**config.mk**
```make
export PLATFORM = sky130hd
export DESIGN_NAME = hud_frame_compositor
export DESIGN_NICKNAME = d
export VERILOG_FILES = /design/src/rtl/hud_frame_compositor.sv
export SDC_FILE = /design/constraint.sdc
export NUM_CORES = 1
export LEC_CHECK = 0
export CELL_PAD_IN_SITES_DETAIL_PLACEMENT = 1
export CELL_PAD_IN_SITES_GLOBAL_PLACEMENT = 1
export CORE_MARGIN = 5
export CORE_UTILIZATION = 30
export CTS_CLUSTER_SIZE = 14
export DETAILED_ROUTE_END_ITERATION = 16
export GPL_ROUTABILITY_DRIVEN = 1
export PLACE_DENSITY_LB_ADDON = 0.1
export SLEW_MARGIN = 0
export SYNTH_ARGS = -nofsm -noshare
export SYNTH_HDL_FRONTEND = slang
export SYNTH_SLANG_ARGS = --single-unit
```
**constraint.sdc**
```tcl
create_clock -name i_clk -period 7.8 [get_ports i_clk]
set_input_delay 1.56 -clock i_clk [delete_from_list [all_inputs] [get_ports i_clk]]
set_output_delay 1.56 -clock i_clk [all_outputs]
set_load 0.01 [all_outputs]
```
**src/rtl/hud_frame_compositor.sv**
```systemverilog
`default_nettype none
// ============================================================================
//  Module      : hud_frame_compositor
//  Description : Merges the HUD/sprite layer pixels over a background colour
//                by fixed priority, applies the frame-timed game-state effect
//                (death flash, death greyscale, finish fade), realigns
//                h_sync/v_sync/DE with the colour data and drives the video
//                output encoder. The pipeline is two registered stages.
//  Option      : COMPOSITOR_SCANLINE_EN - when defined, odd rows are halved
//                in brightness after the state effect (CRT scanline look).
//  Revision    : 1.0 - initial release
// ============================================================================
module hud_frame_compositor #(
    parameter int          NUM_LAYERS    = 4,
    parameter logic [23:0] BG_RGB        = 24'h87CEEB,
    parameter int          FLASH_FRAMES  = 8,
    parameter int          FLASH_TOGGLES = 6
) (
    input  logic                     i_clk,
    input  logic                     i_rst,
    input  logic [15:0]              i_x,
    input  logic [15:0]              i_y,
    input  logic                     i_h_sync,
    input  logic                     i_v_sync,
    input  logic                     i_de,
    input  logic [NUM_LAYERS-1:0]    i_layer_hit,
    input  logic [24*NUM_LAYERS-1:0] i_layer_rgb,
    input  logic                     i_is_dead,
    input  logic                     i_is_finished,
    output logic [7:0]               o_red,
    output logic [7:0]               o_green,
    output logic [7:0]               o_blue,
    output logic                     o_h_sync,
    output logic                     o_v_sync,
    output logic                     o_de,
    output logic [1:0]               o_state
);

    // Counter widths sized to hold the terminal count values.
    localparam int TICK_W = (FLASH_FRAMES  > 1) ? $clog2(FLASH_FRAMES  + 1) : 1;
    localparam int TOG_W  = (FLASH_TOGGLES > 1) ? $clog2(FLASH_TOGGLES + 1) : 1;
    localparam logic [TICK_W-1:0] C_TICK_LAST = TICK_W'(FLASH_FRAMES - 1);
    localparam logic [TOG_W-1:0]  C_TOG_LAST  = TOG_W'(FLASH_TOGGLES - 1);
    localparam logic [1:0]        C_FADE_MAX  = 2'd3;

    typedef enum logic [1:0] {
        ST_PLAY   = 2'd0,
        ST_FLASH  = 2'd1,
        ST_DEAD   = 2'd2,
        ST_FINISH = 2'd3
    } state_t;

    // ------------------------------------------------------------------------
    // Frame tick detection
    // ------------------------------------------------------------------------
    logic vs_prev_q;
    logic armed_q;
    logic tick_w;

    // The armed flag suppresses a spurious tick in the first cycle after reset
    // when v_sync happens to be high already.
    assign tick_w = armed_q & i_v_sync & ~vs_prev_q;

    // Remember the previous v_sync level and arm tick detection after reset.
    always_ff @(posedge i_clk or posedge i_rst) begin
        if (i_rst) begin
            vs_prev_q <= 1'b0;
            armed_q   <= 1'b0;
        end else begin
            vs_prev_q <= i_v_sync;
            armed_q   <= 1'b1;
        end
    end

    // ------------------------------------------------------------------------
    // Game-state FSM
    // ------------------------------------------------------------------------
    state_t            state_q, state_d;
    logic [TICK_W-1:0] tick_cnt_q, tick_cnt_d;
    logic [TOG_W-1:0]  toggles_q, toggles_d;
    logic              phase_q, phase_d;
    logic [1:0]        fade_q, fade_d;

    // State and effect-counter registers.
    always_ff @(posedge i_clk or posedge i_rst) begin
        if (i_rst) begin
            state_q    <= ST_PLAY;
            tick_cnt_q <= '0;
            toggles_q  <= '0;
            phase_q    <= 1'b0;
            fade_q     <= 2'd0;
        end else begin
            state_q    <= state_d;
            tick_cnt_q <= tick_cnt_d;
            toggles_q  <= toggles_d;
            phase_q    <= phase_d;
            fade_q     <= fade_d;
        end
    end

    // Next-state logic: flags are only sampled in PLAY, so later states latch.
    always_comb begin
        state_d    = state_q;
        tick_cnt_d = tick_cnt_q;
        toggles_d  = toggles_q;
        phase_d    = phase_q;
        fade_d     = fade_q;
        case (state_q)
            ST_PLAY: begin
                if (i_is_finished) begin
                    state_d = ST_FINISH;
                end else if (i_is_dead) begin
                    state_d = ST_FLASH;
                end
            end
            ST_FLASH: begin
                if (tick_w) begin
                    if (tick_cnt_q == C_TICK_LAST) begin
                        tick_cnt_d = '0;
                        phase_d    = ~phase_q;
                        if (toggles_q == C_TOG_LAST) begin
                            state_d = ST_DEAD;
                        end else begin
                            toggles_d = toggles_q + 1'b1;
                        end
                    end else begin
                        tick_cnt_d = tick_cnt_q + 1'b1;
                    end
                end
            end
            ST_FINISH: begin
                if (tick_w) begin
                    if (tick_cnt_q == C_TICK_LAST) begin
                        tick_cnt_d = '0;
                        if (fade_q != C_FADE_MAX) begin
                            fade_d = fade_q + 1'b1;
                        end
                    end else begin
                        tick_cnt_d = tick_cnt_q + 1'b1;
                    end
                end
            end
            default: begin
                // DEAD is terminal until reset.
            end
        endcase
        // Every state entry starts the effect from a clean slate.
        if (state_d != state_q) begin
            tick_cnt_d = '0;
            toggles_d  = '0;
            phase_d    = 1'b0;
            fade_d     = 2'd0;
        end
    end

    assign o_state = state_q;

    // ------------------------------------------------------------------------
    // Stage 1: priority layer select
    // ------------------------------------------------------------------------
    logic [23:0] s1_rgb_d, s1_rgb_q;
    logic        s1_bg_d, s1_bg_q;
    logic        s1_hs_q, s1_vs_q, s1_de_q;

    // Walk from lowest to highest priority so layer 0 overwrites last; colour
    // of a layer is only read when its hit bit is set, so X on unused layers
    // never reaches the register.
    always_comb begin
        s1_rgb_d = BG_RGB;
        s1_bg_d  = 1'b1;
        for (int k = NUM_LAYERS - 1; k >= 0; k--) begin
            if (i_layer_hit[k]) begin
                s1_rgb_d = i_layer_rgb[24*k +: 24];
                s1_bg_d  = 1'b0;
            end
        end
    end

`ifdef COMPOSITOR_SCANLINE_EN
    logic s1_odd_q;
    logic unused_coord;
    assign unused_coord = ^{i_x, i_y[15:1]};

    // Carry the row parity alongside the stage-1 pixel.
    always_ff @(posedge i_clk or posedge i_rst) begin
        if (i_rst) begin
            s1_odd_q <= 1'b0;
        end else begin
            s1_odd_q <= i_y[0];
        end
    end
`else
    logic unused_coord;
    assign unused_coord = ^{i_x, i_y};
`endif

    // Stage-1 pixel and timing registers.
    always_ff @(posedge i_clk or posedge i_rst) begin
        if (i_rst) begin
            s1_rgb_q <= 24'h000000;
            s1_bg_q  <= 1'b0;
            s1_hs_q  <= 1'b0;
            s1_vs_q  <= 1'b0;
            s1_de_q  <= 1'b0;
        end else begin
            s1_rgb_q <= s1_rgb_d;
            s1_bg_q  <= s1_bg_d;
            s1_hs_q  <= i_h_sync;
            s1_vs_q  <= i_v_sync;
            s1_de_q  <= i_de;
        end
    end

    // ------------------------------------------------------------------------
    // Stage 2: state effect and blanking
    // ------------------------------------------------------------------------
    logic [7:0]  s1_r_w, s1_g_w, s1_b_w;
    logic [9:0]  luma_sum_w;
    logic [7:0]  luma_w;
    logic [23:0] s2_rgb_d;

    assign s1_r_w     = s1_rgb_q[23:16];
    assign s1_g_w     = s1_rgb_q[15:8];
    assign s1_b_w     = s1_rgb_q[7:0];
    assign luma_sum_w = {2'b00, s1_r_w} + {1'b0, s1_g_w, 1'b0} + {2'b00, s1_b_w};
    assign luma_w     = luma_sum_w[9:2];

    // Apply the effect of the current state, then optional scanline, then
    // force black outside active video.
    always_comb begin
        s2_rgb_d = s1_rgb_q;
        case (state_q)
            ST_FLASH: begin
                if (phase_q) begin
                    s2_rgb_d = {8'hFF, s1_g_w >> 1, s1_b_w >> 1};
                end
            end
            ST_DEAD: begin
                s2_rgb_d = {luma_w, luma_w, luma_w};
            end
            ST_FINISH: begin
                if (s1_bg_q) begin
                    s2_rgb_d = {s1_r_w >> fade_q, s1_g_w >> fade_q, s1_b_w >> fade_q};
                end
            end
            default: begin
                // PLAY passes the composited pixel unchanged.
            end
        endcase
`ifdef COMPOSITOR_SCANLINE_EN
        if (s1_odd_q) begin
            s2_rgb_d = {s2_rgb_d[23:16] >> 1, s2_rgb_d[15:8] >> 1, s2_rgb_d[7:0] >> 1};
        end
`endif
        if (!s1_de_q) begin
            s2_rgb_d = 24'h000000;
        end
    end

    // Output registers: colour and timing leave together, two cycles late.
    always_ff @(posedge i_clk or posedge i_rst) begin
        if (i_rst) begin
            o_red    <= 8'h00;
            o_green  <= 8'h00;
            o_blue   <= 8'h00;
            o_h_sync <= 1'b0;
            o_v_sync <= 1'b0;
            o_de     <= 1'b0;
        end else begin
            o_red    <= s2_rgb_d[23:16];
            o_green  <= s2_rgb_d[15:8];
            o_blue   <= s2_rgb_d[7:0];
            o_h_sync <= s1_hs_q;
            o_v_sync <= s1_vs_q;
            o_de     <= s1_de_q;
        end
    end

endmodule
`default_nettype wire

```
Yosys cells after proc, flatten, opt, wreduce, memory -nomap -nowiden. Index checks and enable logic that the tools add are counted.

Bitwise logic cells: 4. Reduce and logical (&&, ||, !) cells: 12. Eq/ne operators: 8. Add/subtract/negate cells: 5. Shift-type cells: 3. Muxes and demuxes: 36.

Operators with widths (count): 24-bit 2-to-1 mux (7); 24-bit one-hot mux with 3 select lines (1); 8-bit by 2-bit right shift with 8-bit output (3); 2-bit 2-to-1 mux (10); 4-bit 2-to-1 mux (4); 3-bit 2-to-1 mux (5); 2-bit nonzero test (6); 10-bit by 8-bit adder with 10-bit output (1); 8-bit by 9-bit adder with 10-bit output (1); 1-bit 2-to-1 mux (8); 4-bit AND reduction (2); 4-bit by 1-bit adder with 4-bit output, second input constant (1); 2-bit equality test, second input constant (2); 4-bit by 3-bit equality test with 1-bit output, second input constant (1); 2-bit one-hot mux with 2 select lines (1); 3-bit by 1-bit adder with 3-bit output, second input constant (1); 3-bit equality test, second input constant (1); 3-bit AND reduction (1); 2-bit by 1-bit adder with 2-bit output, second input constant (1); 1-bit AND (2); 2-bit by 1-bit equality test with 1-bit output, second input constant (1); 2-bit logical NOT (1); 2-bit by 1-bit inequality test with 1-bit output, second input constant (1); 2-bit inequality test (1); 4 further kinds (5).

Flip-flop bits (word level): 68. Output and inout bits: 29. Bits of input ports: 139.

Logic depth before layout (Yosys ltp). Gate-level depths: netlist (run 1).

Depth after elaboration: 8. Mapped depth: 9. Mapped depth without buffers: 9.

Least setup slack after synthesis (run 1). OpenSTA, ideal clock, no wires.

Kind: reg2reg. From: reg s1_rgb_q[1]. To: reg o_blue[5]. Required time: 7665 ps. Cell stages (with the launch flop): 10. Clock period less this slack: 2559 ps. Library setup time: 135 ps. Path slack: 5241 ps. Arrival time: 2424 ps. Path through: dfrtp_1 > inv_1 > fa_1 > nor2_1 > fa_1 > a211oi_2 > o21ai_1 > mux2_4 > a311oi_2 > a21oi_1.

Word-level cells in the longest chain between the ends: 4.

Ends and longest elaborated chain: from (decl) (RTL line 161) `logic [23:0] s1_rgb_d, s1_rgb_q;`; from (signal assigned) (RTL line 206) `s1_rgb_q <= s1_rgb_d;`; branches (longest 2 deep; another with 10-bit by 8-bit adder with 10-bit output); 24-bit one-hot mux with 3 select lines * (RTL line 232) `case (state_q)`; 24-bit 2-to-1 mux * (RTL line 255) `if (!s1_de_q) begin`; via s2_rgb_d[5] (RTL line 220) `logic [23:0] s2_rgb_d;`; to (signal assigned) (RTL line 272) `o_blue <= s2_rgb_d[7:0];`; to (decl) (RTL line 32) `output logic [7:0] o_blue,`.

Mark *: on every way through the listed nets, which the timed path passes. A chain may end at the register's enable or synchronous reset.

Final worst setup path (run 1).
From: in i_layer_hit[2]. To: reg s1_rgb_q[23].

Word-level cells in the longest chain between the ends: 3.

Ends and longest elaborated chain: from (decl) (RTL line 26) `input logic [NUM_LAYERS-1:0] i_layer_hit,`; 24-bit 2-to-1 mux (3 in a row) (RTL line 172) `if (i_layer_hit[k]) begin`; via s1_rgb_d[23] (RTL line 161).

The timed path passes the listed nets, and every way through them passes these cells.

==> run summary, run 1 <==
The power per cell area came out at 222 nW/um^2. The number of nets handed over by synthesis was 654. The placeable core area is 14600 sq um. The count of clock tree sinks is 68. The kind of cell with the highest combined delay along the critical path is buffers and inverters.

The remaining antenna violation count after routing is 0. The setup TNS came out at 0 ps. The arrival time at the worst endpoint is 4030 ps. The cell area after placement is 5940 sq um. The maximum ir drop on the vdd rail came out at 114 uV.

The flip-flop and latch area came out at 1700 sq um. Sorting the synthesized cells by how often they occur yields 68 x sky130_fd_sc_hd__dfrtp_1, 51 x sky130_fd_sc_hd__a21oi_1, 50 x sky130_fd_sc_hd__o21ai_0. The insertion delay to the later sink of the worst-skew pair came out at 350 ps. At the end of routability-driven placement, the weighted congestion stood at 0.910. The vertical die dimension is 132 microns. The floorplan die width is 132 microns. Counting both buffers and inverters, the worst setup path holds a total of 2. The biggest area contributor in the post-synthesis netlist is sky130_fd_sc_hd__dfrtp_1. The aggregate global routing overflow came out at 0.

The via total after detailed routing is 4517. The count of mapped cells out of synthesis came out at 496. The area share of the largest cell type after synthesis is 0.381. For this run, design rule violations remaining after detail routing come to 0. On the worst path, the slowest cell contributes a delay of 720 ps.

The part of the cycle the worst path needs is 0.490. Clock-pin slew was measured on the worst setup and hold paths at 60 ps. The critical path goes through clkdlybuf4s50_1 -> clkinv_1 -> nand2_1 -> o22ai_1 -> o21ai_0. The root buffer cell is sky130_fd_sc_hd__clkbuf_16. The slowest stage of the critical path belongs to the cell sky130_fd_sc_hd__clkdlybuf4s50_1.

The maximum net fanout on the critical path is 17. The maximum number of buffers from clock root to sink came out at 2. The post-synthesis sequential element count came out at 68. After synthesis, the mean cell area works out to 9.00 sq um.

The CTS tree is built. Setup repair after global routing left no endpoint under its margin. The post-synthesis cell type count is 61.

The pin count of the biggest net entering global routing came out at 41. The number of violations of the max-capacitance limit is 0. The count of warnings emitted by yosys came out at 0. Once the clock tree was built, the resizer swapped 0 gates to a different size.

At the pin with the least slew margin, the transition time is 1070 ps. The total count of hold-check failures in the final report came out at 0. The power consumption came out at 1.39 mW. For this run, asynchronously set or reset flops after synthesis account for 1.00. After legalization and detailed placement, the total HPWL measured 12100 microns. The standard-cell row count is 44. The highest attainable clock frequency came out at 261 MHz.

The final max-slew violation count is 0. In the global route stage, overall resource usage came out at 0.183. The class of the most critical hold timing path is reg -> reg. The worst-case setup slack after placement came out at 3560 ps. The post-route cell area came out at 6250 sq um. Dividing the detail-routed via count by the number of cells gives 5.62.

The worst pin sits at a relative slew slack of 0.283. The wire length per cell is 19.7 microns. The area growth from synthesis to final layout is 40.0%.

The flow ran to the end, and the final reports show no timing, DRC or antenna violations. The mapped cell area is 4460 sq um. In this run, the number of DRC markers left after iteration 0 of detailed routing was 262.

The worst setup path is of the in -> reg kind. The total I/O pin count came out at 168. The filler cells instantiated in the layout total 1689. The most used flip-flop cell after synthesis is sky130_fd_sc_hd__dfrtp_1. Once layout is complete, the cells apart from fillers number 804. The number of antenna violations at the first check in global routing is 1. The number of nets at the end of the flow is 772.

The most repeated cell in the gate-level netlist after synthesis is sky130_fd_sc_hd__dfrtp_1. In this run, CTS created clock tree buffers numbering 9. The first-pass detailed-route iteration total is 4. The H-tree depth is 3. The wire length after detailed routing is 15800 microns. The post-route worst setup slack is 3970 ps. The number of buffers added to fix hold violations after cts came out at 0. The worst setup path is captured at a register. The first-pass GRT wire length is 26000 microns. Including well taps, the total number of placed cells is 787.

The post-CTS setup buffer count is 0. STA classifies the critical path startpoint as a primary input. In this run the tool buffered the top-level ports with 135 buffer cells. The area used by multi-input combinational logic came out at 2550 sq um. The clock period minus worst slack came out at 3830 ps.

Of the synthesized area, sequential elements account for 0.381. Sorting the synthesized cells by area gives the leading types as sky130_fd_sc_hd__dfrtp_1 38%, sky130_fd_sc_hd__o22ai_1 5.9%, sky130_fd_sc_hd__a21oi_1 5.7%. The starting utilization of the core area is 0.306. The die covers 17400 sq um.

The leakage dissipation came out at 2.44 nW. The proportion of layout cells with a drive suffix above 1 came out at 0.0808. Setup violations remaining at the end of the flow were counted as 0. The setup clock skew after layout came out at 7.48 ps.

The required arrival time at the worst endpoint came out at 8000 ps. The number of enable-type register cells in the synthesized netlist is 0. The number of global-route vias before repair is 4910.
==> routing by layer <==
layer	global-route usage	part of all wire	vias up
met5	0	0	-
met3	0.0573	0.062	23
met2	0.295	0.49	152
met1	0.229	0.43	2223
met4	0.0680	0.020	0
li1	-	-	2119
==> final cells by class <==
cell class	instances	area share
antenna	1	0.000401
clock inverter	7	0.0132
multi-input combinational	377	0.408
sequential	68	0.272
timing repair buffer	140	0.222
tap	184	0.0369
inverter	18	0.0108
clock buffer	9	0.0361
==> cells by family (layout without fill, tap and decap cells) <==
family                     Yosys count  in the layout  synth area share
AOI/OAI and AO/OA                  221            221             0.320
and+or+nand+nor                    107            107             0.117
DFF                                 68             68             0.381
buffers and inverters               51            174            0.0477
muxes                               22             22            0.0530
adders and majority gates           19             19            0.0667
xor gates and xnor gates             7              7            0.0137
other                                1              2          0.000840
==> cell usage in the layout, fill, tap and decap left out, types with 3 or more instances in the layout <==
master / netlist / layout
sky130_fd_sc_hd__clkdlybuf4s50_1: 0 / 135
sky130_fd_sc_hd__dfrtp_1: 68 / 68
sky130_fd_sc_hd__a21oi_1: 51 / 51
sky130_fd_sc_hd__o21ai_0: 50 / 50
sky130_fd_sc_hd__o22ai_1: 42 / 42
sky130_fd_sc_hd__nor2_1: 35 / 35
sky130_fd_sc_hd__nand2_1: 29 / 29
sky130_fd_sc_hd__a22oi_1: 16 / 16
sky130_fd_sc_hd__inv_1: 15 / 14
sky130_fd_sc_hd__mux2i_1: 12 / 12
sky130_fd_sc_hd__a221oi_1: 11 / 11
sky130_fd_sc_hd__ha_1: 11 / 11
sky130_fd_sc_hd__nand3_1: 9 / 9
sky130_fd_sc_hd__mux2_2: 9 / 9
sky130_fd_sc_hd__clkbuf_16: 0 / 9
sky130_fd_sc_hd__nor2b_1: 8 / 8
sky130_fd_sc_hd__fa_1: 8 / 8
sky130_fd_sc_hd__a31oi_1: 7 / 7
sky130_fd_sc_hd__o221a_2: 6 / 6
sky130_fd_sc_hd__nand2b_1: 5 / 5
sky130_fd_sc_hd__buf_4: 2 / 5
sky130_fd_sc_hd__xnor2_1: 4 / 4
sky130_fd_sc_hd__o21bai_1: 4 / 4
sky130_fd_sc_hd__inv_2: 2 / 3
sky130_fd_sc_hd__o21a_1: 3 / 3
sky130_fd_sc_hd__or3_1: 3 / 3
sky130_fd_sc_hd__a211o_1: 3 / 3
sky130_fd_sc_hd__nor3_1: 3 / 3
sky130_fd_sc_hd__o2bb2ai_1: 3 / 3
sky130_fd_sc_hd__o221ai_1: 3 / 3
sky130_fd_sc_hd__a221o_1: 3 / 3
sky130_fd_sc_hd__xor2_1: 3 / 3
==> registers in the layout, indices dropped and copies added, names as in the netlist <==
register    flops
o_green         8
s1_vs_q         1
tick_cnt_q      4
phase_q         1
armed_q         1
o_de            1
s1_hs_q         1
o_state         2
o_red           8
s1_rgb_q       24
fade_q          2
s1_de_q         1
o_h_sync        1
s1_bg_q         1
toggles_q       3
o_v_sync        1
o_blue          8
==> per-stage QoR <==
stage / hold slack (ps) / utilization
after global placement: 337 / 0.407
after detailed placement: 348 / 0.407
after floorplan: 331 / -
after global routing: 366 / 0.428
final: 357 / 0.428
after CTS: 363 / 0.428
==> power by group <==
part / leakage, nW / switching (mW) / internal [mW] / total (mW)
clock: 0.145 / 0.163 / 0.252 / 0.415
sequential: 0.845 / 0.0523 / 0.402 / 0.455
combinational: 1.45 / 0.267 / 0.251 / 0.518
==> final timing paths <==
kind,startpoint,end,slack (ps),cells past startpoint
worst max-delay path,i_layer_hit[2],s1_rgb_q[23],3970,5
worst min-delay path,s1_hs_q,o_h_sync,360,0
worst max register to register,s1_rgb_q[1],o_red[5],4820,9
worst min register to register,s1_hs_q,o_h_sync,360,0
max in group asynchronous,i_rst,o_green[6],5250,3
min in group asynchronous,i_rst,s1_hs_q,1630,2
Power figures use the tool's default switching activity.
==> inputs of run 2 (changes only) <==
==> constraint.sdc (replaced) <==
create_clock -name i_clk -period 3.12 [get_ports i_clk]
set_input_delay 0.624 -clock i_clk [delete_from_list [all_inputs] [get_ports i_clk]]
set_output_delay 0.624 -clock i_clk [all_outputs]
set_load 0.01 [all_outputs]
==> run summary, run 2 (synthesized netlist as in run 1, its figures left out) <==
The setup TNS is 0 ps. In the final routed layout, each cell accounts on average for 19.9 microns. The pin count of the biggest net entering global routing is 37. The final HPWL from detailed placement came out at 12900 microns. The via total after detailed routing came out at 4567. After detailed routing, the number of remaining DRC violations is 0. The die is 132 microns tall.

The first-pass GRT wire length is 27000 microns. The detailed route wirelength on metal2 is 7850 microns. The maximum ir drop on the vdd rail came out at 250 uV.

The leakage dissipation is 2.52 nW. The final setup violation count came out at 0. The number of clock buffers added by TritonCTS is 9. The root buffer cell is sky130_fd_sc_hd__clkbuf_16. From synthesis to final layout, the design area changed by 42.9%. The port buffer count came out at 135. The number of nets at the end of the flow came out at 788.

Of the total power, the share spent switching nets is 0.351. In the final routing, the length of wire on met1 measures 7140 microns. The combinational cell fraction of total power is 0.377. The register with the most flip-flops in the layout has 24 of them.

The worst slew margin relative to its limit came out at 0.248. Leaving out fill and tap cells, the most frequent cells in the layout are 135 x sky130_fd_sc_hd__clkdlybuf4s50_1, 68 x sky130_fd_sc_hd__dfrtp_1, 51 x sky130_fd_sc_hd__a21oi_1. The top cell family by delay on the critical path is adder cells.

The proportion of layout cells with a drive suffix above 1 is 0.104. The power spent charging and discharging nets came out at 1.24 mW. Traced cell by cell, the critical path runs through inv_1 -> fa_1 -> nor2_1 -> fa_1 -> a211oi_2 -> o21ai_1 -> mux2_4 -> a311oi_2 -> a21oi_1. The full die area is 17400 sq um.

The count of clock tree sinks came out at 68. Total power for the finished layout comes to 3.55 mW. Counting flops per register, the top entry is s1_rgb_q. Measured along the x axis, the die boundary spans 132 microns. Leaving out fill and tap cells, the most frequent cell in the layout is sky130_fd_sc_hd__clkdlybuf4s50_1.

The insertion delay to the later sink of the worst-skew pair came out at 350 ps. The part of the cycle the worst path needs came out at 0.944. Of the total power, registers draw 0.326. TritonCTS built the clock tree. The H-tree depth is 3.

The flow ran to the end, and the final reports show no timing, DRC or antenna violations. The violation count after the first detailed-route iteration came out at 283. Hold timing on the final database bottoms out at a slack of 349 ps. The buffers plus inverters on the worst setup path came out at 1.

The highest routed metal layer is met4. The arrival time at the worst endpoint came out at 3160 ps. The number of global-route vias before repair came out at 5094. The maximum net fanout on the critical path is 6.

The standard-cell row count is 44. The first-pass detailed-route iteration total came out at 5. The clock period minus worst slack came out at 2950 ps. The finished cells cover 6380 sq um. The global-route total usage across every layer came out at 0.190.

The number of buffers added to fix hold violations after cts is 0. The wire length on met3 is 1070 microns. The final max-slew violation count came out at 0. The number of antenna violations at the first check in global routing came out at 0. The most numerous cell on the critical path is sky130_fd_sc_hd__fa_1.

The total count of hold-check failures in the final report is 0. Dividing total power by cell area gives a power density of 556 nW/um^2. The total I/O pin count is 168.

The number of violations of the max-capacitance limit came out at 0. The placeable core area came out at 14600 sq um. The congestion estimate from routability-driven global placement came to 0.857. The internal power of the cells is 2.30 mW. Clock-pin slew was measured on the worst setup and hold paths at 60 ps. The standard cell with the maximum stage delay on the critical path is sky130_fd_sc_hd__fa_1. The aggregate global routing overflow came out at 0. The cell area after placement is 6070 sq um. For the pin with the worst max-slew slack, the measured transition is 1130 ps.

The setup clock skew after layout is 8.06 ps. The fraction of the core area covered by cells at the end of the flow came out at 0.437. The clock network fraction of design power came out at 0.297. The initial utilization of the core area, before any placement, comes to 0.306.

The highest cell delay on the worst timing path came out at 560 ps. The class of the most critical hold timing path is reg -> reg. The via density per instance came out at 5.58. The number of resized instances in the post-cts repair step is 0. By startpoint and endpoint, the worst setup path is classified as reg -> reg. The post-CTS setup buffer count came out at 0.

The filler cell count is 1698. STA classifies the critical path startpoint as a register. The wire length after detailed routing is 16300 microns. STA classifies the critical path endpoint as a register. Once detail routing completed, the nets flagged for antenna violations numbered 0. The longest clock path from root to sink contains 2 buffers. The number of antenna diodes is 0. The highest attainable clock frequency is 340 MHz. STA puts the critical path data required time at 3330 ps. Setup repair after global routing left no endpoint under its margin.
## run 2: changes by cell type in the layout (fill, tap and decap cells not counted), sizes merged
cell,before,now
buf,5,21
clkinv,2,3
clkinvlp,2,1
diode,1,0
## run 2: metrics by stage
| step | worst slack [ps] | std cells |
|---|---|---|
| 2_1_floorplan | 561 | 496 |
| 5_1_grt | 49.4 | 819 |
| 3_3_place_gp | 304 | 803 |
| 4_1_cts | 209 | 819 |
| 6_report | 175 | 819 |
| 3_5_place_dp | 246 | 803 |
## run 2: power groups by stage
stage	combinational (mW)	sequential, mW	clock (mW)
2_1_floorplan	0.784	1.14	0
6_report	1.34	1.16	1.05
3_3_place_gp	1.31	1.17	0
4_1_cts	1.34	1.16	1.08
5_1_grt	1.47	1.17	1.12
3_5_place_dp	1.34	1.17	0
## run 2: cell type report
cell class                      count  area [sq um]  area share
Clock inverter                      7          81.3      0.0128
Tap cell                          184           230      0.0361
Inverter                           18          67.6      0.0106
Clock buffer                        9           225      0.0353
Sequential cell                    68          1700       0.267
Multi-Input combinational cell    377          2550       0.400
Timing Repair Buffer              156          1520       0.239
## run 2: worst paths after layout
check / startpoint / endpoint / slack, ps / cells past startpoint
min in group asynchronous: i_rst / s1_hs_q / 690 / 2
worst max-delay path: s1_rgb_q[1] / o_red[5] / 170 / 9
worst max register to register: s1_rgb_q[1] / o_red[5] / 170 / 9
worst min register to register: s1_hs_q / o_h_sync / 350 / 0
worst min-delay path: s1_hs_q / o_h_sync / 350 / 0
max in group asynchronous: i_rst / o_green[5] / 1780 / 3
## run 2: per-layer routing
| layer | up-vias | track usage |
|---|---|---|
| met1 | 2209 | 0.246 |
| met5 | - | 0 |
| met4 | 0 | 0.0651 |
| met3 | 17 | 0.0439 |
| li1 | 2158 | - |
| met2 | 183 | 0.311 |
